===== src/rtl/result_fifo_reader.sv =====
// Result read-back FIFO: captures one word per rising edge of the write request
// and serves it through a valid/ready port with fill level and overflow status.
module result_fifo_reader #(
  parameter int RESULT_WIDTH = 32,
  parameter int DEPTH_LOG2   = 6,
  parameter int DROP_WIDTH   = 16
) (
  input  logic                    clock,
  input  logic                    resetn,
  input  logic [RESULT_WIDTH-1:0] result_data,
  input  logic                    result_wr_req,
  input  logic                    clear,
  output logic [RESULT_WIDTH-1:0] bus_rd_data,
  output logic                    bus_rd_valid,
  input  logic                    bus_rd_ready,
  output logic [DEPTH_LOG2:0]     fill_count,
  output logic                    full,
  output logic                    overflow,
  output logic [DROP_WIDTH-1:0]   drop_count
);

  localparam int                     DEPTH     = 1 << DEPTH_LOG2;
  localparam logic [DEPTH_LOG2:0]    DEPTH_CNT = {1'b1, {DEPTH_LOG2{1'b0}}};
  localparam logic [DEPTH_LOG2:0]    CNT_ONE   = {{DEPTH_LOG2{1'b0}}, 1'b1};
  localparam logic [DEPTH_LOG2-1:0]  PTR_ONE   = {{(DEPTH_LOG2-1){1'b0}}, 1'b1};
  localparam logic [DROP_WIDTH-1:0]  DROP_ONE  = {{(DROP_WIDTH-1){1'b0}}, 1'b1};

  logic [RESULT_WIDTH-1:0] mem_q [DEPTH];
  logic [DEPTH_LOG2-1:0]   wr_ptr_q, wr_ptr_d;
  logic [DEPTH_LOG2-1:0]   rd_ptr_q, rd_ptr_d;
  logic [DEPTH_LOG2:0]     count_q, count_d;
  logic                    ovf_q, ovf_d;
  logic [DROP_WIDTH-1:0]   drop_q, drop_d;
  logic                    wr_req_q;

  logic push, pop, is_full, accept, discard;

  assign push    = result_wr_req & ~wr_req_q;
  assign is_full = (count_q == DEPTH_CNT);
  assign pop     = bus_rd_valid & bus_rd_ready;
  // A full buffer still takes a word when the head leaves in the same cycle.
  assign accept  = push & (~is_full | pop);
  assign discard = push & is_full & ~pop;

  always_comb begin
    wr_ptr_d = wr_ptr_q;
    rd_ptr_d = rd_ptr_q;
    count_d  = count_q;
    ovf_d    = ovf_q;
    drop_d   = drop_q;
    if (clear) begin
      wr_ptr_d = '0;
      rd_ptr_d = '0;
      count_d  = '0;
      ovf_d    = 1'b0;
      drop_d   = '0;
    end else begin
      if (accept) wr_ptr_d = wr_ptr_q + PTR_ONE;
      if (pop)    rd_ptr_d = rd_ptr_q + PTR_ONE;
      case ({accept, pop})
        2'b10:   count_d = count_q + CNT_ONE;
        2'b01:   count_d = count_q - CNT_ONE;
        default: count_d = count_q;
      endcase
      if (discard) begin
        ovf_d = 1'b1;
        if (drop_q != '1) drop_d = drop_q + DROP_ONE;
      end
    end
  end

  // Request history resets high so a request already asserted at release is ignored.
  always_ff @(posedge clock or negedge resetn) begin
    if (!resetn) begin
      wr_ptr_q <= '0;
      rd_ptr_q <= '0;
      count_q  <= '0;
      ovf_q    <= 1'b0;
      drop_q   <= '0;
      wr_req_q <= 1'b1;
    end else begin
      wr_ptr_q <= wr_ptr_d;
      rd_ptr_q <= rd_ptr_d;
      count_q  <= count_d;
      ovf_q    <= ovf_d;
      drop_q   <= drop_d;
      wr_req_q <= result_wr_req;
    end
  end

  always_ff @(posedge clock) begin
    if (accept && !clear) mem_q[wr_ptr_q] <= result_data;
  end

  assign bus_rd_valid = (count_q != '0);
  assign bus_rd_data  = bus_rd_valid ? mem_q[rd_ptr_q] : '0;
  assign fill_count   = count_q;
  assign full         = is_full;
  assign overflow     = ovf_q;
  assign drop_count   = drop_q;

endmodule


===== config.mk =====
export PLATFORM = sky130hd
export DESIGN_NAME = result_fifo_reader
export DESIGN_NICKNAME = d
export VERILOG_FILES = /design/src/rtl/result_fifo_reader.sv
export SDC_FILE = /design/constraint.sdc
export NUM_CORES = 2
export LEC_CHECK = 0
export CAP_MARGIN = 30
export CORE_MARGIN = 3
export CORE_UTILIZATION = 37
export CTS_CLUSTER_SIZE = 30
export DETAILED_ROUTE_END_ITERATION = 10
export GPL_TIMING_DRIVEN = 0
export PLACE_DENSITY = 0.55
export SKIP_LAST_GASP = 1
export SYNTH_ARGS = -nofsm -noshare
export SYNTH_HDL_FRONTEND = slang
export SYNTH_SLANG_ARGS = --single-unit

===== constraint.sdc =====
create_clock -name clock -period 13.7 [get_ports clock]
set_input_delay 2.74 -clock clock [delete_from_list [all_inputs] [get_ports clock]]
set_output_delay 2.74 -clock clock [all_outputs]
set_load 0.03 [all_outputs]

==> results.json <==
{
  "grt_max_degree": 65,
  "io_pins": 95,
  "endpoint": "bus_rd_data[2]",
  "seq_area_frac_synth_pct": 77.68,
  "multiInputGateArea_sq_um": 17290,
  "grt_use_total_pct": 25.10,
  "leakage_nw": 29.40,
  "core_sq_um": 215300,
  "status": "completed",
  "seq_power_share_pct": 45.3,
  "grt_pass1_vias": 42510,
  "grt_overflow": 0,
  "switching_share_pct": 27.46,
  "slew_viol_final": 0,
  "seq_area_sq_um": 62430,
  "synth.cell_area_sq_um": 80370,
  "clk_path_buf_depth": 3,
  "routed_via_density": 6.067,
  "clock_latency_ns": 0.89,
  "cp.arrival_ns": 5.91,
  "worstMarginPinSlew_ns": 1.113,
  "ys.flop_type": "edfxtp_1",
  "r2r_end": "fill_count[6]",
  "dieHeight_um": 472.1,
  "fin_crit_sh_pct": 63.14,
  "min_path_type": "flop to flop",
  "cap_violations": 0,
  "clkPwrFrac_pct": 36.5,
  "fin_worst_hold_slack_ns": 0.5308,
  "hold_viol_final": 0,
  "syn-instance-count": 3722,
  "cp-end-kind": "output pin",
  "setup_violations": 0,
  "syn_area_per_cell_sq_um": 21.59,
  "nNetsFinal": 4284,
  "dieWidth_um": 472.1,
  "drtIter0Drc": 6626,
  "area_delta_synth_final_pct": 19.04,
  "netlist-cell-type-count": 61,
  "num_rows": 170,
  "drive_gt1_share_pct": 26.73,
  "synth_area_leaders": "edfxtp_1 77%, mux4_2 12%, mux2i_1 2.9%",
  "cts_hold_buffers": 0,
  "clock-root-buffer": "clkbuf_16",
  "routedWlPerCell_um": 38.86,
  "nFillCells": 18270,
  "timing.fmax_mhz": 115.6,
  "grt_antenna_before_repair": 7,
  "synth_top_area_share_pct": 76.52,
  "synth_seq_cells": 2085,
  "postCtsSetupBuffers": 0,
  "fin_util_pct": 44.44,
  "comb_power_share_pct": 18.2,
  "period_needed_ns": 8.650,
  "dieArea_sq_um": 222800,
  "critical_path_class": "flop to output pin",
  "grt_pass1_wl_mm": 378.0,
  "r2r_setup_slack_ns": 8.37,
  "skew_ns": 0.06298,
  "io_buffers": 94,
  "p_sw_mw": 4.268,
  "relSlewSlack_pct": 25.38,
  "async_flop_share_pct": 1.775,
  "drc": 0,
  "r2r_start": "fill_count[0]",
  "cp_max_fo": 10,
  "synth_edf_count": 2048,
  "path_clk_slew_ns": 0.06,
  "totalWireLength_mm": 282.0,
  "crit_start": "rd_ptr_q[2]",
  "hpwl_mm": 195.0,
  "synth_warnings": 0,
  "gp_congestion": 0.8408,
  "ys_top_cells_by_count": "2,048 x edfxtp_1, 424 x mux4_2, 229 x mux2i_1",
  "start_util_pct": 37.34,
  "via_count": 44040,
  "cts_resized": 0,
  "rsz0062_at_grt": "no",
  "dr.pass1.iters": 5,
  "cp-start-kind": "flop",
  "power_density_nw_per_um2": 162.5,
  "synth_top_cell_by_area": "edfxtp_1",
  "ff2ff_path_depth": 12,
  "cts_buffers": 212,
  "syn-num-nets": 3768,
  "peakVddDrop_mv": 0.1377,
  "clkSinkCount": 2085,
  "htreeDepth": 4,
  "power.internal_mw": 11.27,
  "required_ns": 10.96,
  "cts_tree": "done",
  "synth.most_common_cell": "edfxtp_1",
  "antenna_left": 0
}
cell families (layout without fill, tap and decap cells):
logic type                 after synthesis  after routing  synth area share, %
xor gates and xnor gates                19             19               0.2071
muxes                                  669            669                14.96
and+or+nand+nor                        294            294                1.881
adders and majority gates                9              9               0.1495
DFF                                   2085           2085                77.68
other                                    0              2                    0
AOI/OAI and AO/OA                      419            419                3.698
buffers and inverters                  227            923                1.431
how the worst min path moves through the flow:
stage | to | slack [ns] | cells past startpoint | startpoint
after floorplan | wr_ptr_q[1] | 0.60 | 3 | wr_ptr_q[1]
after global placement | overflow | 0.51 | 2 | overflow
after detailed placement | overflow | 0.54 | 2 | overflow
after CTS | overflow | 0.55 | 2 | overflow
after global routing | overflow | 0.58 | 2 | overflow
final | overflow | 0.53 | 2 | overflow
per-layer routing:
metal  track usage [%]  wire length [um]  share of wire [%]
met1             34.81            111700                 40
met2             37.90            127000                 45
met3             5.726             28540                 10
met4             11.38             14820                5.3
met5                 0                 0                  0
power by group through the flow:
stage / Clock [mW] / Combinational (mW) / Sequential (mW)
2_1_floorplan: 0 / 1.58 / 7.18
3_3_place_gp: 0 / 2.74 / 7.19
3_5_place_dp: 0 / 2.82 / 7.17
4_1_cts: 5.73 / 2.83 / 7.03
5_1_grt: 5.99 / 2.93 / 7.03
6_report: 5.68 / 2.83 / 7.03
state kept, by name, indices dropped and copies added, names as in the netlist:
signal and cells:
drop_count 16, overflow 1, wr_req_q 1, wr_ptr_q 6, fill_count 7, mem_q 2048
rd_ptr_q 6
final cells by class:
type | instances | share of cell area [%]
antenna | 2 | 0.005232
buffer | 220 | 1.180
clock buffer | 264 | 5.794
clock inverter | 130 | 1.263
inverter | 7 | 0.02747
multi-input combinational | 1410 | 18.07
sequential | 2085 | 65.25
tap | 2838 | 3.712
timing repair buffer | 302 | 4.691
metrics by stage:
stage                     worst slack [ns]  setup TNS, ns  cells  cell area [sq um]  power [mW]
final                                5.050              0   7258              95670       15.54
after global routing                 5.181              0   7257              95660       15.95
after CTS                            5.266              0   7251              95630       15.59
after detailed placement             6.196              0   6857              88880       9.985
after global placement             -0.8904         -50.02   6654              84860       9.925
after floorplan                      6.375              0   3722              80370       8.760
layout by cell type, fill, tap and decap left out, drive strengths merged, types with 12 or more instances in the layout:
| cell | Yosys | routed |
|---|---|---|
| mux4 | 424 | 424 |
| edfxtp | 2048 | 2048 |
| nand3 | 16 | 16 |
| bufinv | 0 | 15 |
| nor2 | 122 | 122 |
| o22ai | 65 | 65 |
| mux2i | 229 | 229 |
| buf | 138 | 378 |
| o21ai | 27 | 27 |
| dfrtp | 36 | 36 |
| clkbuf | 82 | 347 |
| inv | 7 | 12 |
| a22o | 39 | 39 |
| nor4 | 12 | 12 |
| mux2 | 16 | 16 |
| nand2 | 35 | 35 |
| a21oi | 70 | 70 |
| o221ai | 57 | 57 |
| clkinv | 0 | 108 |
| or3 | 13 | 13 |
| nor2b | 24 | 24 |
| a211oi | 80 | 80 |
| clkdlybuf4s50 | 0 | 61 |
| a22oi | 44 | 44 |
critical path: stages, from the launching register on:
cell and delay, ns:
dfrtp_1 0.35, buf_2 0.26, buf_2 0.46, buf_1 0.79, buf_2 0.73, mux2i_1 0.57, nor2_1 0.08, nor3_1 0.70
o2bb2ai_1 0.37, clkdlybuf4s50_1 0.69
Note: power is estimated with default switching activity, not from simulation.
